<file path="src/rtl/alu_pkg.sv">
// Shared ALU definitions: datapath width, opcode map, sequencer state type
// and the op-dependent hold latency helper.
package alu_pkg;

  localparam int unsigned ALU_W = 32;

  localparam logic [4:0] OP_ADD  = 5'd0;
  localparam logic [4:0] OP_SUB  = 5'd1;
  localparam logic [4:0] OP_MULT = 5'd2;
  localparam logic [4:0] OP_DIV  = 5'd3;
  localparam logic [4:0] OP_AND  = 5'd4;
  localparam logic [4:0] OP_OR   = 5'd5;
  localparam logic [4:0] OP_XOR  = 5'd6;
  localparam logic [4:0] OP_NOR  = 5'd7;
  localparam logic [4:0] OP_LT   = 5'd8;
  localparam logic [4:0] OP_EQ   = 5'd9;
  localparam logic [4:0] OP_NE   = 5'd10;
  localparam logic [4:0] OP_SHL  = 5'd11;
  localparam logic [4:0] OP_SHR  = 5'd12;
  localparam logic [4:0] OP_NOP  = 5'd13;

  typedef enum logic [1:0] {
    ST_IDLE = 2'd0,
    ST_BUSY = 2'd1,
    ST_DONE = 2'd2
  } alu_seq_state_t;

  // Number of cycles the ALU inputs are held before the result is captured.
  function automatic int unsigned op_latency(input logic [4:0] op,
                                             input int unsigned mul_lat,
                                             input int unsigned div_lat);
    if (op == OP_MULT) return mul_lat;
    if (op == OP_DIV)  return div_lat;
    return 1;
  endfunction

endpackage

</file>
<file path="src/rtl/alu_rr_pick.sv">
// Two-way combinational grant. Default: round-robin against last_grant.
// With ALU_SEQ_FIXED_PRIO_EN defined, req0 always wins contention.
module alu_rr_pick
  import alu_pkg::*;
(
  input  logic [1:0] valid,
  input  logic       last_grant,
  output logic       grant_any,
  output logic       grant_id
);

`ifdef ALU_SEQ_FIXED_PRIO_EN
  logic unused_last;
  assign unused_last = last_grant;

  // Fixed priority: requester 1 wins only when requester 0 is idle.
  always_comb begin
    grant_any = |valid;
    grant_id  = ~valid[0];
  end
`else
  // Round-robin: on contention the requester not granted last time wins.
  always_comb begin
    grant_any = |valid;
    grant_id  = (valid == 2'b11) ? ~last_grant : valid[1];
  end
`endif

endmodule

</file>
<file path="src/rtl/alu_req_sequencer.sv">
// Shares one ALU between two requesters: arbitrates, registers the winner's
// operands into the ALU inputs, holds them for an op-dependent latency and
// captures the result into a tagged response register.
// Build option: ALU_SEQ_FIXED_PRIO_EN selects fixed priority (req0 wins).
module alu_req_sequencer
  import alu_pkg::*;
#(
  parameter int unsigned MUL_LAT = 3,
  parameter int unsigned DIV_LAT = 8
) (
  input  logic                 clk,
  input  logic                 reset,
  input  logic [1:0]           req_valid,
  output logic [1:0]           req_ready,
  input  logic [9:0]           req_op,
  input  logic [1:0]           req_imm,
  input  logic [2*ALU_W-1:0]   req_a,
  input  logic [2*ALU_W-1:0]   req_b,
  input  logic [2*ALU_W-1:0]   req_ext,
  output logic [4:0]           alu_op,
  output logic                 alu_imm,
  output logic [ALU_W-1:0]     alu_a,
  output logic [ALU_W-1:0]     alu_b,
  output logic [ALU_W-1:0]     alu_ext,
  input  logic [ALU_W-1:0]     alu_result,
  input  logic                 alu_true,
  output logic                 rsp_valid,
  input  logic                 rsp_ready,
  output logic                 rsp_id,
  output logic [ALU_W-1:0]     rsp_result,
  output logic                 rsp_true
);

  localparam int unsigned MAX_LAT = (MUL_LAT > DIV_LAT) ? MUL_LAT : DIV_LAT;
  localparam int unsigned CNT_W   = $clog2(MAX_LAT + 1);

  alu_seq_state_t   state, state_next;
  logic [CNT_W-1:0] cnt;
  logic             cur_id;
  logic             last_grant;
  logic             grant_any, grant_id;
  logic             accept, capture;
  logic [4:0]       sel_op;
  logic             sel_imm;
  logic [ALU_W-1:0] sel_a, sel_b, sel_ext;
  logic [ALU_W-1:0] cap_result;
  logic             cap_true;

  alu_rr_pick u_pick (
    .valid      (req_valid),
    .last_grant (last_grant),
    .grant_any  (grant_any),
    .grant_id   (grant_id)
  );

  // Winner's request fields.
  always_comb begin
    sel_op  = grant_id ? req_op[9:5]             : req_op[4:0];
    sel_imm = grant_id ? req_imm[1]              : req_imm[0];
    sel_a   = grant_id ? req_a[2*ALU_W-1:ALU_W]  : req_a[ALU_W-1:0];
    sel_b   = grant_id ? req_b[2*ALU_W-1:ALU_W]  : req_b[ALU_W-1:0];
    sel_ext = grant_id ? req_ext[2*ALU_W-1:ALU_W] : req_ext[ALU_W-1:0];
  end

  // Result to capture: divide-by-zero and unsupported ops override the ALU.
  always_comb begin
    cap_result = alu_result;
    cap_true   = alu_true;
    if (alu_op == OP_DIV && alu_b == '0) begin
      cap_result = '1;
      cap_true   = 1'b0;
    end else if (alu_op >= OP_NOP) begin
      cap_result = '0;
      cap_true   = 1'b0;
    end
  end

  // Next-state, accept slot and request handshake.
  always_comb begin
    state_next = state;
    capture    = 1'b0;
    accept     = 1'b0;
    req_ready  = '0;
    unique case (state)
      ST_IDLE: accept = grant_any;
      ST_BUSY: begin
        if (cnt == CNT_W'(1)) begin
          capture    = 1'b1;
          state_next = ST_DONE;
        end
      end
      ST_DONE: begin
        if (rsp_ready) begin
          accept     = grant_any;
          state_next = ST_IDLE;
        end
      end
      default: state_next = ST_IDLE;
    endcase
    if (reset) accept = 1'b0;
    if (accept) begin
      state_next          = ST_BUSY;
      req_ready[grant_id] = 1'b1;
    end
  end

  // State register.
  always_ff @(posedge clk) begin
    if (reset) state <= ST_IDLE;
    else       state <= state_next;
  end

  // ALU input registers, hold counter and response register.
  always_ff @(posedge clk) begin
    if (reset) begin
      alu_op     <= '0;
      alu_imm    <= 1'b0;
      alu_a      <= '0;
      alu_b      <= '0;
      alu_ext    <= '0;
      cnt        <= '0;
      cur_id     <= 1'b0;
      rsp_valid  <= 1'b0;
      rsp_id     <= 1'b0;
      rsp_result <= '0;
      rsp_true   <= 1'b0;
    end else begin
      if (accept) begin
        alu_op  <= sel_op;
        alu_imm <= sel_imm;
        alu_a   <= sel_a;
        alu_b   <= sel_b;
        alu_ext <= sel_ext;
        cnt     <= CNT_W'(op_latency(sel_op, MUL_LAT, DIV_LAT));
        cur_id  <= grant_id;
      end else if (state == ST_BUSY) begin
        cnt <= cnt - CNT_W'(1);
      end
      if (capture) begin
        rsp_valid  <= 1'b1;
        rsp_id     <= cur_id;
        rsp_result <= cap_result;
        rsp_true   <= cap_true;
      end else if (state == ST_DONE && rsp_ready) begin
        rsp_valid <= 1'b0;
      end
    end
  end

`ifdef ALU_SEQ_FIXED_PRIO_EN
  assign last_grant = 1'b1;
`else
  // Round-robin history: remembers who was granted on the last accept.
  always_ff @(posedge clk) begin
    if (reset)       last_grant <= 1'b1;
    else if (accept) last_grant <= grant_id;
  end
`endif

endmodule

</file>
<file path="config.mk">
export PLATFORM = sky130hd
export DESIGN_NAME = alu_req_sequencer
export DESIGN_NICKNAME = d
export VERILOG_FILES = /design/src/rtl/alu_pkg.sv /design/src/rtl/alu_rr_pick.sv /design/src/rtl/alu_req_sequencer.sv
export SDC_FILE = /design/constraint.sdc
export NUM_CORES = 1
export LEC_CHECK = 0
export ABC_AREA = 1
export CAP_MARGIN = 20
export CELL_PAD_IN_SITES_DETAIL_PLACEMENT = 2
export CELL_PAD_IN_SITES_GLOBAL_PLACEMENT = 2
export CORE_UTILIZATION = 20
export DETAILED_ROUTE_END_ITERATION = 12
export GPL_TIMING_DRIVEN = 1
export PLACE_DENSITY_LB_ADDON = 0.1
export SETUP_SLACK_MARGIN = 0.3
export SLEW_MARGIN = 0
export SYNTH_ARGS = -nofsm -noshare
export SYNTH_HDL_FRONTEND = slang
export SYNTH_SLANG_ARGS = --single-unit
</file>
<file path="constraint.sdc">
create_clock -name clk -period 2.05 [get_ports clk]
set_input_delay 0.41 -clock clk [delete_from_list [all_inputs] [get_ports clk]]
set_output_delay 0.41 -clock clk [all_outputs]
set_load 0.01 [all_outputs]
</file>
Yosys cells after proc, flatten, opt, wreduce, memory -nomap -nowiden
Cells that the tools add are included.
- mux-type cells: 37
- $mul: 0
- $add $sub $neg: 1
- reductions and logical operators: 11
- shift-type cells: 0
- $lt $le $gt $ge: 3
- bitwise gates (word level): 2
- equality and inequality tests: 12
- div/mod/pow operators: 0
- operator list (operator ; count):
    $mux 32 ; 5
    $logic_not 32->1 ; 1
    $mux 4 ; 5
    $mux 1 ; 19
    $eq 5x2->1 const B ; 3
    $mux 2 ; 4
    $ne 2x2->1 const B ; 3
    $ne 3x3->1 const B ; 2
    $pmux 2 s3 ; 1
    $reduce_and 3->1 ; 2
    $ge 5x4->1 const B ; 1
    $mux 5 ; 1
    $eq 2x2->1 const B ; 2
    $eq 4x1->1 const B ; 1
    $reduce_bool 2->1 ; 2
    $reduce_or 2->1 ; 2
    $sub 4x1->4 const B ; 1
    $logic_and 1x1->1 ; 3
    $eq 2x1->1 const B ; 1
    $logic_not 2->1 ; 1
    $lt 1x2->1 const B ; 1
    $not 1->1 ; 2
    $pmux 1 s2 ; 1
    $demux 1 s1 ; 1
    $ge 1x1->1 const B ; 1
- word-level logic and storage cells: 80
- bits in writable memories: 0
- register bits: 145
- bits of input ports: 242
- output and inout bits: 139
- latch bits: 0
- memories kept: 0
- ROM bits: 0

Logic depth before layout (Yosys ltp)
- word-level depth: 13
- gate-level depth with buffers: 9
- depth with buffers taken out: 9

Modules after synthesis
Synthesis repeated with hierarchy kept, for this count alone.
- cells, all modules: 891
- area, all modules: 6233.5 um^2
- modules (own cells, without submodules) (module ; cells each ; area an instance (um^2) ; times used ; seq. area each (um^2)):
    alu_req_sequencer ; 888 ; 6218.5 ; 1 ; 2902.8
    alu_rr_pick ; 3 ; 15.0 ; 1 ; 0.0

Worst setup path before layout
No wires, ideal clock.
- kind: input-to-output
- start point: in req_valid[0]
- end point: out req_ready[0]
- slack: 0.562 ns
- cell stages on the path: 5
- arrival: 1.078 ns
- data required time: 1.640 ns
- cells stage by stage: nand2_1 > nand2_2 > inv_2 > nor2_4 > buf_2
- cells in the longest elaborated chain, start to end: 7
- elaborated cells on any way between the ends: 12
- classes of those cells: order compare (2); eq/ne (1); mux (7); reduce/logical (2)
- RTL lines (element ; line ; source):
    from (decl) ; alu_req_sequencer.sv:13 ; input logic [1:0] req_valid,
    $eq 2x2->1 ; alu_rr_pick.sv:25 ; grant_id = (valid == 2'b11) ? ~last_grant : valid[1];
    $mux 1 ; alu_rr_pick.sv:25 ;
    $lt 1x2->1 (implied by the code) / $ge 1x1->1 (equally long branches) ; alu_req_sequencer.sv:103 ; req_ready[grant_id] = 1'b1;
    $logic_and 1x1->1 (implied by the code) ; alu_req_sequencer.sv:103 ;
    $mux 1 (implied by the code) ; alu_req_sequencer.sv:103 ;
    $demux 1 s1 ; alu_req_sequencer.sv:103 ;
    $mux 2 (*) ; alu_req_sequencer.sv:101 ; if (accept) begin
    to (decl) ; alu_req_sequencer.sv:14 ; output logic [1:0] req_ready,
Mark *: on every way between the ends. The rest lies on a longest branch, timed or not.

Final worst setup path
- start point: reg rsp_result[24]
- end point: out rsp_result[24]
- RTL lines (element ; line ; source):
    from (decl) ; alu_req_sequencer.sv:30 ; output logic [ALU_W-1:0] rsp_result,
    from (signal assigned) ; alu_req_sequencer.sv:142 ; rsp_result <= cap_result;
No word-level cell between the ends.

==> impl_metrics.yaml <==
run_status:
  outcome: "finished, final reports clean"
global_route:
  grt-ovfl-total: 0
  grtUsageTotal: 0.1885
  antenna_found_initial: 2
  grt_max_degree: 101
  grt_pass1_vias: 7547
  grt_pass1_wl_mm: 44.39
sta:
  timing.final.crit_period_ns: 1.712
  worst_slew_pin_slew_ns: 0.5905
  setup_viol_count_final: 0
  slew-limit-headroom: 0.6063
  skew_ns: 0.01441
  final_hold_viol_count: 0
  drv_slew: 0
  fmax_mhz: 584.1
  post-route-period-util: 0.8351
  rsz0062_at_grt: "true"
die:
  die_area_um2: 30610
  core_area_um2: 29090
  dieWidth_um: 174.9
  rows: 62
  io_pins: 381
  die_h_um: 174.9
  start_util: 0.2056
drt:
  drt_pass1_iterations: 4
  routedWlPerCell_um: 19.11
  route.detailed.drc: 0
  vias: 7227
  drt-initial-drc-count: 224
  vias_per_cell: 4.563
  wirelength_mm: 30.28
  postRouteAntennaNets: 0
synth:
  syn_nets: 1054
  synth_compound_area_frac: 0.1878
  ys_warn_count: 0
  synth_edf_count: 0
  muxShareOfSynthArea: 0
  syn_inst: 810
  synth_xor_area_frac: 0.001464
  ys_seq_area_frac: 0.4853
  synth_top_family_by_area: "simple AND/OR/NAND/NOR gates"
  synthFlopType: "dfxtp_1"
  synthAdderAreaFrac: 0.004183
  yosys.cell_types.count: 28
  avgSynthCellArea_um2: 7.385
  async_reset_ff_frac: 0
  synth_simple_gate_area_frac: 0.2596
  ys_ff_latch: 145
  mappedNetlistArea_um2: 5982
worst_setup_path:
  critPathMaxFanout: 2
  end_kind: "output port"
  r2r_cells: 8
  worst-endpoint-arrival_ns: 1.30
  required_ns: 1.64
  cp.depth: 1
  crit_path_top_delay_cell: "clkdlybuf4s50_1"
  crit_type: "register to output port"
  worst-path-buf-inv: 1
  crit_chain: "clkdlybuf4s50_1"
  max_stage_delay_ns: 0.56
  setup.worst_path.start_class: "register"
  cp_top_family: "buffers and inverters"
clocking:
  clkTransAtPathRegs_ns: 0.07
  insertion_delay_ns: 0.42
  cts-root-buf: "clkbuf_16"
  cts_max_level: 4
  cts_tree: "yes"
  cts.sinks: 145
  cts_hold_buf: 0
  ctsLongestPathBuffers: 2
  numCtsBuffers: 17
worst_hold_path:
  min_path_type: "register to register"
  whs_path_depth: 2
placement:
  place_area_um2: 10290
  place_hpwl_mm: 21.60
  place_congestion: 0.7527
  io_buffers: 380
power:
  ir_drop_v: 0.0005050
  power_leakage_nw: 4.956
  power_density_nw_per_um2: 790.5
cells_and_area:
  area_growth_syn_to_layout_pct: 84.48
  postLayoutCellArea_um2: 11040
  final_core_util: 0.3794
  mostFrequentLayoutCells: "nand2_1, clkdlybuf4s50_1, dfxtp_1, a31oi_1, dlygate4sd2_1"
  nNetsFinal: 1430
  drive_above_1_share: 0.07506
  final_common_cell: "nand2_1"
job:
  cap_violations: 0
==> metal layers <==
| metal | global-route usage | vias to the layer above | share of wire |
|---|---|---|---|
| li1 | - | 3479 | - |
| met1 | 0.2237 | 3491 | 0.43 |
| met2 | 0.3312 | 237 | 0.50 |
| met3 | 0.05592 | 18 | 0.066 |
| met4 | 0.04420 | 2 | 0.012 |
| met5 | 0 | - | 0.00036 |
==> cell usage after synthesis, types with 5 or more instances <==
master	count	area [um^2]
nand2_1	340	1276
dfxtp_1	145	2903
a31oi_1	123	769.5
o21ai_0	38	190.2
buf_2	28	140.1
nor2_1	27	101.4
clkbuf_1	25	93.84
inv_1	18	67.56
nand3_1	14	70.07
a21oi_1	11	55.05
a22oi_1	6	45.04
o22ai_1	5	31.28
==> sequential cells by signal, indices dropped and copies added (netlist names) <==
register,count
rsp_true,1
cur_id,1
alu_a,32
last_grant,1
rsp_valid,1
rsp_result,32
alu_op,5
cnt,4
alu_b,32
alu_imm,1
rsp_id,1
alu_ext,32
state,2
==> final timing paths <==
check                               startpoint             end  slack (ns)
worst min-delay path                 rsp_valid       rsp_valid        0.47
worst min register to register       rsp_valid       rsp_valid        0.47
worst max register to register        state[1]       alu_a[21]        0.42
worst max-delay path            rsp_result[24]  rsp_result[24]        0.34
==> final cells by class <==
cell class	count	area, um^2
Clock inverter	13	150.1
Tap cell	384	480.5
Timing Repair Buffer	416	4234
Sequential cell	145	2910
Multi-Input combinational cell	584	2733
Inverter	22	82.58
Clock buffer	19	442.9
Fill cell	3285	18050
Antenna cell	1	2.502
==> where the power goes <==
group          internal, mW  total [mW]  switching, mW
Combinational          1.13        2.21           1.08
Clock                  1.85        3.23           1.38
Sequential             3.11        3.28          0.175
Total                  6.09        8.72           2.63
==> per-stage QoR <==
step	worst slack (ns)	setup TNS, ns	hold slack [ns]	power [mW]	instances
3_5_place_dp	-0.3363	-22.21	0.4603	5.644	1543
4_1_cts	0.2888	0	0.4486	8.882	1579
6_report	0.3380	0	0.4703	8.723	1584
3_3_place_gp	-0.3007	-16.21	0.4519	5.600	1543
2_1_floorplan	0.5621	0	0.4305	4.219	810
5_1_grt	0.2906	0	0.5014	9.200	1584
==> repair_timing <==
action                                  4_1_cts  5_1_grt
gates resized for setup                     101       47
buffers inserted                              4        2
cloned                                        0        2
pin swaps                                     4        5
endpoints found under the setup margin      180      123
==> cells by family (layout without fill, tap and decap cells) <==
logic type      after synthesis  count (layout)
simple gates                393             393
compound gates              188             188
flops                       145             145
buf+inv                      81             470
fa+ha+maj                     2               2
xor+xnor                      1               1
other cells                   0               1
Note: power is estimated with default switching activity, not from simulation.
